$ cat config.mk
export PLATFORM = sky130hd
export DESIGN_NAME = serial_cmp
export DESIGN_NICKNAME = d
export VERILOG_FILES = /design/src/rtl/serial_cmp.sv
export SDC_FILE = /design/constraint.sdc
export NUM_CORES = 1
export LEC_CHECK = 0
export ABC_CLOCK_PERIOD_IN_PS = 2200
export BUFFER_PORTS_ARGS = -buffer_cell sky130_fd_sc_hd__buf_4
export CORE_AREA = 2 2 39 41
export CTS_CLUSTER_DIAMETER = 80
export DETAILED_ROUTE_END_ITERATION = 10
export DIE_AREA = 0 0 41 43
export PLACE_DENSITY = 0.66
export SYNTH_ARGS = -nofsm -noshare
export SYNTH_HDL_FRONTEND = slang
export SYNTH_SLANG_ARGS = --single-unit
$ cat constraint.sdc
create_clock -name clk -period 2.2 [get_ports clk]
set_input_delay 0.55 -clock clk [delete_from_list [all_inputs] [get_ports clk]]
set_output_delay 0.55 -clock clk [all_outputs]
set_load 0.02 [all_outputs]
$ cat src/rtl/serial_cmp.sv
// Bit-serial unsigned magnitude comparator: x and y arrive MSB first, one bit per
// accepted beat; EQ/LT are reported with a one-cycle done pulse after WIDTH beats.
module serial_cmp #(
    parameter int WIDTH = 4
) (
    input  logic clk,
    input  logic reset,
    input  logic start,
    input  logic bit_valid,
    input  logic xb,
    input  logic yb,
    output logic busy,
    output logic done,
    output logic EQ,
    output logic LT
);
    localparam int CW = $clog2(WIDTH + 1);

    typedef enum logic [1:0] {S_IDLE, S_RUN, S_DONE} state_t;

    state_t        r_state, w_next;
    logic [CW-1:0] r_cnt;
    logic          r_eq, r_lt;
    logic          r_busy, r_done, r_EQ, r_LT;
    logic          w_take, w_last, w_eq_nxt, w_lt_nxt, w_init;

    // Decision is made at the first differing bit (MSB first) and then frozen.
    always_comb begin
        w_eq_nxt = r_eq;
        w_lt_nxt = r_lt;
        if (r_eq && (xb != yb)) begin
            w_eq_nxt = 1'b0;
            w_lt_nxt = ~xb & yb;
        end
    end

    always_comb begin
        w_next = r_state;
        w_take = 1'b0;
        w_last = 1'b0;
        w_init = 1'b0;
        case (r_state)
            S_IDLE: begin
                if (start) begin
                    w_next = S_RUN;
                    w_init = 1'b1;
                end
            end
            S_RUN: begin
                w_take = bit_valid;
                w_last = bit_valid && (r_cnt == CW'(WIDTH - 1));
                if (w_last) w_next = S_DONE;
            end
            S_DONE: begin
                w_init = start;
                w_next = start ? S_RUN : S_IDLE;
            end
            default: w_next = S_IDLE;
        endcase
    end

    always_ff @(posedge clk) begin
        if (reset) begin
            r_state <= S_IDLE;
            r_cnt   <= '0;
            r_eq    <= 1'b1;
            r_lt    <= 1'b0;
            r_busy  <= 1'b0;
            r_done  <= 1'b0;
            r_EQ    <= 1'b0;
            r_LT    <= 1'b0;
        end else begin
            r_state <= w_next;
            r_busy  <= (w_next == S_RUN);
            r_done  <= (w_next == S_DONE);
            if (w_init) begin
                r_cnt <= '0;
                r_eq  <= 1'b1;
                r_lt  <= 1'b0;
            end else if (w_take) begin
                r_cnt <= r_cnt + CW'(1);
                r_eq  <= w_eq_nxt;
                r_lt  <= w_lt_nxt;
            end
            // Results include the last bit's contribution and hold until the next done.
            if (w_last) begin
                r_EQ <= w_eq_nxt;
                r_LT <= w_lt_nxt;
            end
        end
    end

    assign busy = r_busy;
    assign done = r_done;
    assign EQ   = r_EQ;
    assign LT   = r_LT;
endmodule
==> results of run 1 <==
state kept, by name, indices dropped and copies added, names as in the netlist:
signal,count
r_cnt,3
r_state,2
EQ,1
LT,1
busy,1
done,1
r_eq,1
r_lt,1
placed cells by master (no fill, tap or decap), types with 3 or more instances in the layout:
cell / count
ha_1: 3
buf_4: 9
clkbuf_4: 3
nand2_1: 4
inv_1: 3
dfxtp_1: 11
nor2_1: 7
tightest hold or removal path, cell delays in order (launching register included):
cell and delay, ns:
dfxtp_1 0.31, nand2_1 0.05, a21oi_1 0.05
cell type report:
type	instances	area, um2
Timing Repair Buffer	9	67.56
Multi-Input combinational cell	35	230.2
Inverter	3	11.26
Clock buffer	4	26.28
Sequential cell	11	220.2
Fill cell	137	808.3
Tap cell	16	20.02
synth_stat cells (2+ instances only):
library cell,n
dfxtp_1,11
nor2_1,7
nand2_1,4
ha_1,3
inv_1,3
a211oi_1,2
a21oi_1,2
and3b_1,2
nand2b_1,2
nor3_1,2
metal layers:
layer | routed length [um] | vias to the layer above | global-route usage, %
met5 | 0 | - | 0
met4 | 9 | 0 | 8.000
met3 | 43 | 2 | 4.712
met2 | 375 | 8 | 14.69
met1 | 362 | 154 | 11.54
li1 | - | 196 | -
where the power goes:
part / leakage (uW) / switching, uW / internal [uW]
combinational: 0.000138 / 19.6 / 19.8
clock: 0.0000150 / 66.9 / 70.0
sequential: 0.0000895 / 4.45 / 205
total: 0.000242 / 91.0 / 295
logic make-up after synthesis:
kind of cell	count (synthesis)	synth area share, %
AO/OA/AOI/OAI	7	10.40
XOR/XNOR	1	1.867
AND/OR/NAND/NOR	24	28.80
flip-flops	11	46.93
adder cells (fa/ha/maj)	3	8.001
buffers and inverters	4	4.000
final timing paths:
kind                                            start               to  slack [ns]  depth (start not counted)
worst max-delay path            r_cnt[0]$_SDFFE_PP0P_  LT$_SDFFE_PP0P_        0.90                          5
worst min-delay path                  EQ$_SDFFE_PP0P_  EQ$_SDFFE_PP0P_        0.45                          2
worst max register to register  r_cnt[0]$_SDFFE_PP0P_  LT$_SDFFE_PP0P_        0.90                          5
worst min register to register        EQ$_SDFFE_PP0P_  EQ$_SDFFE_PP0P_        0.45                          2
through the flow:
stage | cells | cell area (um2)
6_report | 78 | 575.6
4_1_cts | 78 | 575.6
3_3_place_gp | 74 | 549.3
5_1_grt | 78 | 575.6
3_5_place_dp | 74 | 549.3
2_1_floorplan | 50 | 469.2
==> run_results.csv, run 1 <==
group,metric,value,unit
status,outcome,"completed",
critical_path,worst-path-buf-inv,0,
logic_synthesis,avgSynthCellArea,9.384,um2
die,die_x,41,um
final_layout,fin_nets,72,
critical_path,cpMostUsedCell,"ha_1",
logic_synthesis,yosysWarnings,0,
grt,grtUsageTotal,10.43,%
cts,insertion_delay,0.26,ns
sta,final_hold_viol_count,0,
grt,first_global_vias,300,
die,die_area,1763,um2
drt,viasPerCell,4.615,
final_layout,drive_gt1_share,25.81,%
die,die_h,43,um
sta,drv_slew,0,
die,io_pins,10,
logic_synthesis,syn_inst,50,
cts,cts_sinks,11,
drt,via_count,360,
sta,min_period,1.296,ns
power_and_ir_drop,power.total,385.6,uW
sta,setup_viol_count_final,0,
flow_run,drv_cap,0,
cts,clkSlewWorstSetupHoldPaths,0.07,ns
logic_synthesis,async_reset_ff_share,0,%
logic_synthesis,synth.distinct_cells,22,
placement,place.gp.congestion,0.6581,
drt,routed_wl,790,um
sta,fin_skew,0.0002839,ns
logic_synthesis,ys_ff_latch,11,
critical_path,end_kind,"flip-flop",
drt,drt_iter0_drc,3,
final_layout,n_antenna_cell,0,
die,core,1384,um2
grt,grt_pass1_wl,1166,um
grt,antenna_found_initial,0,
critical_path,crit_required,2.35,ns
cts,cts_setup_buffers,0,
logic_synthesis,yosysSeqAreaShare,46.93,%
sta,fin_crit_sh,58.93,%
power_and_ir_drop,cellPowerDensity,670.0,nW/um2
critical_path,crit_arrival,1.45,ns
sta,tightest_slew,0.2326,ns
placement,dp_slack,0.6314,ns
logic_synthesis,synthFlopType,"dfxtp_1",
critical_path,cp_max_fo,4,
sta,setup_ws,0.9036,ns
sta,rsz0062_at_grt,"false",
logic_synthesis,synth_top_cell_by_area,"dfxtp_1",
cts,post_cts_resized,0,
die,rows,14,
hold_path,min_path_type,"reg2reg",
final_layout,syn_to_final_growth,22.67,%
sta,fmax,771.4,MHz
placement,dp_hpwl,572.4,um
sta,slew_headroom,84.50,%
cts,cts_tree,"built",
drt,remaining_drc_errors,0,
logic_synthesis,yosysTopAreaCellShare,46.93,%
critical_path,cp-start-kind,"flip-flop",
power_and_ir_drop,peakVddDrop,299.2,uV
drt,first_pass_iters,2,
power_and_ir_drop,leakagePower,0.0002421,uW
critical_path,path_delay_family,"flip-flops",
critical_path,path_cells,"ha_1, ha_1, nand4b_1, a211oi_1, nor3_1",
grt,grt_max_degree,8,
final_layout,final_util,41.59,%
logic_synthesis,netlist_area,469.2,um2
grt,grt_overflow,0,
sta,holdWs,0.4502,ns
logic_synthesis,synth_edf_count,0,
critical_path,slowest_stage,"dfxtp_1",
cts,root_buffer,"clkbuf_4",
logic_synthesis,synth_nets,59,
critical_path,critPathMaxStageDelay,0.36,ns
sta,final.setup.tns,0,ns
placement,portBuffers,9,
cts,htree_levels,1,
cts,cts.path.max_buffers,2,
logic_synthesis,yosys-top-cells-area,"dfxtp_1 47%, ha_1 8.0%, nor2_1 5.6%",
critical_path,critical_path_class,"reg2reg",
cts,holdBufCountCts,0,
die,start_util,33.91,%
drt,ant_nets,0,
cts,cts_made_buffers,3,
drt,wire_per_inst,10.13,um
Power figures use the tool's default switching activity.
==> inputs of run 2 (changes only) <==
--- a/config.mk
+++ b/config.mk
@@ -5,7 +5,7 @@
 export SDC_FILE = /design/constraint.sdc
 export NUM_CORES = 1
 export LEC_CHECK = 0
-export ABC_CLOCK_PERIOD_IN_PS = 2200
+export ABC_CLOCK_PERIOD_IN_PS = 1350
 export BUFFER_PORTS_ARGS = -buffer_cell sky130_fd_sc_hd__buf_4
 export CORE_AREA = 2 2 39 41
 export CTS_CLUSTER_DIAMETER = 80
==> constraint.sdc (replaced) <==
create_clock -name clk -period 1.35 [get_ports clk]
set_input_delay 0.3375 -clock clk [delete_from_list [all_inputs] [get_ports clk]]
set_output_delay 0.3375 -clock clk [all_outputs]
set_load 0.02 [all_outputs]
==> run 2 against run 1 <==
  * Clock skew barely moved
  * Highest routed layer unchanged
  * Clock power rose by 64%
  * Sequential power rose by 63%
  * Maximum frequency rose by 5.7%
  * First-iteration DRC count fell by 67%
  * Largest cell class unchanged
  * Worst setup slack got worse by 0.78 ns
  * Critical endpoint is now EQ$_SDFFE_PP0P_
  * Global-route usage rose by 1.1 points
  * Clock-buffer cell count did not move
  * Largest power group unchanged
  * Combinational power rose by 77%
  * Die area did not move
  * Sequential cell count did not move
  * Final cell count rose by 2.6%
==> run_results.csv, run 2 (same netlist as run 1, synthesis figures left out) <==
group,metric,value,unit
sta,fin_skew,0.0006798,ns
critical_path,slowest_stage,"dfxtp_1",
drt,via_count,377,
grt,grt_pass1_wl,1276,um
critical_path,critPathMaxStageDelay,0.33,ns
critical_path,cpMostUsedCell,"ha_1",
grt,antenna_found_initial,0,
final_layout,top_regs,"r_cnt: 3 flops, r_state: 2 flops",
critical_path,path_cells,"ha_1, ha_1, nand4b_1, buf_4, nand2_1, a21oi_1",
status,outcome,"completed",
cts,cts.path.max_buffers,2,
sta,setup_viol_count_final,0,
final_layout,fin_cells,80,
cts,cts_made_buffers,3,
power_and_ir_drop,peakVddDrop,424.5,uV
critical_path,cp-start-kind,"flip-flop",
sta,tightest_slew,0.2336,ns
final_layout,fin_nets,74,
cts,cts_sinks,11,
drt,ant_nets,0,
power_and_ir_drop,leakagePower,0.0002521,uW
drt,wire_per_inst,10.28,um
sta,setup_ws,0.1233,ns
cts,cts_tree,"built",
final_layout,syn_to_final_growth,26.93,%
cts,htree_levels,1,
cts,cts_setup_buffers,0,
die,die_area,1763,um2
drt,remaining_drc_errors,0,
sta,rsz0062_at_grt,"false",
placement,dp_slack,-0.007135,ns
flow_run,drv_cap,0,
cts,insertion_delay,0.26,ns
critical_path,cp_max_fo,3,
placement,dp_hpwl,605.6,um
die,die_x,41,um
grt,grt_overflow,0,
final_layout,largest_register_ffs,3,
sta,fmax,815.2,MHz
drt,routed_wl,822,um
die,io_pins,10,
critical_path,crit_required,1.55,ns
drt,viasPerCell,4.713,
sta,drv_slew,0,
die,rows,14,
die,core,1384,um2
critical_path,critical_path_class,"reg2reg",
power_and_ir_drop,cellPowerDensity,1067,nW/um2
placement,placed_cells,76,
final_layout,top_register,"r_cnt",
final_layout,fillers,143,
grt,first_global_vias,332,
die,die_h,43,um
hold_path,min_path_type,"in2reg",
critical_path,end_kind,"flip-flop",
grt,grt_max_degree,8,
final_layout,drive_gt1_share,29.69,%
sta,fin_crit_sh,90.86,%
final_layout,layout_common_cells,"11 x dfxtp_1, 11 x buf_4, 7 x nor2_1",
drt,first_pass_iters,2,
critical_path,crit_arrival,1.43,ns
drt,drt_iter0_drc,1,
placement,place.gp.congestion,0.7129,
cts,clkSlewWorstSetupHoldPaths,0.07,ns
sta,final_hold_viol_count,0,
placement,portBuffers,9,
sta,slew_headroom,84.33,%
die,start_util,33.91,%
cts,root_buffer,"clkbuf_4",
sta,min_period,1.227,ns
grt,grtUsageTotal,11.58,%
final_layout,n_antenna_cell,0,
==> run 2: timing repair <==
| action | in CTS | in global routing |
|---|---|---|
| setup endpoints to repair | 0 | 1 |
| resized for setup | 0 | 1 |
| hold buffers | 0 | 0 |
==> run 2: final timing paths <==
check                                  endpoint  depth (start not counted)  slack [ns]             startpoint
worst min register to register  EQ$_SDFFE_PP0P_                          2        0.46        EQ$_SDFFE_PP0P_
worst max register to register  EQ$_SDFFE_PP0P_                          6        0.12  r_cnt[0]$_SDFFE_PP0P_
worst min-delay path            done$_SDFF_PP0_                          2        0.27                  reset
worst max-delay path            EQ$_SDFFE_PP0P_                          6        0.12  r_cnt[0]$_SDFFE_PP0P_
==> run 2: through the flow <==
stage          cell area [um2]  util, %  hold WS [ns]  total power (uW)    TNS, ns
2_1_floorplan            469.2        -        0.4066             389.5          0
3_3_place_gp             564.3    40.78        0.4426             415.8          0
3_5_place_dp             564.3    40.78        0.4597             417.4  -0.007135
4_1_cts                  590.6    42.68        0.2603             648.7          0
5_1_grt                  595.6    43.04        0.2652             674.4          0
6_report                 595.6    43.04        0.2747             635.3          0
==> run 2: critical path: cells and delay by family (launching register included) <==
family                   cells  cell delay [ns]
AO/OA/AOI/OAI                1             0.11
buffers and inverters        1             0.14
adder cells (fa/ha/maj)      2             0.39
AND/OR/NAND/NOR              2             0.19
flip-flops                   1             0.33
==> run 2: layer usage <==
layer	global-route usage, %	routed length, um	part of all wire, %	vias to the layer above
met4	12.00	8	0.97	0
li1	-	-	-	202
met2	16.88	413	50	8
met5	0	0	0	-
met3	3.141	33	4.0	2
met1	12.01	367	45	165
==> run 2: area by class of cell <==
| class | count | area (um2) | area share, % |
|---|---|---|---|
| Sequential cell | 11 | 220.2 | 36.97 |
| Timing Repair Buffer | 11 | 82.58 | 13.87 |
| Multi-Input combinational cell | 35 | 235.2 | 39.50 |
| Inverter | 3 | 11.26 | 1.891 |
| Tap cell | 16 | 20.02 | 3.361 |
| Clock buffer | 4 | 26.28 | 4.412 |
==> run 2: power by group <==
| part | total, uW | switching (uW) | internal (uW) |
|---|---|---|---|
| Clock | 224 | 110 | 114 |
| Combinational | 69.7 | 34.2 | 35.5 |
| Sequential | 341 | 7.20 | 334 |
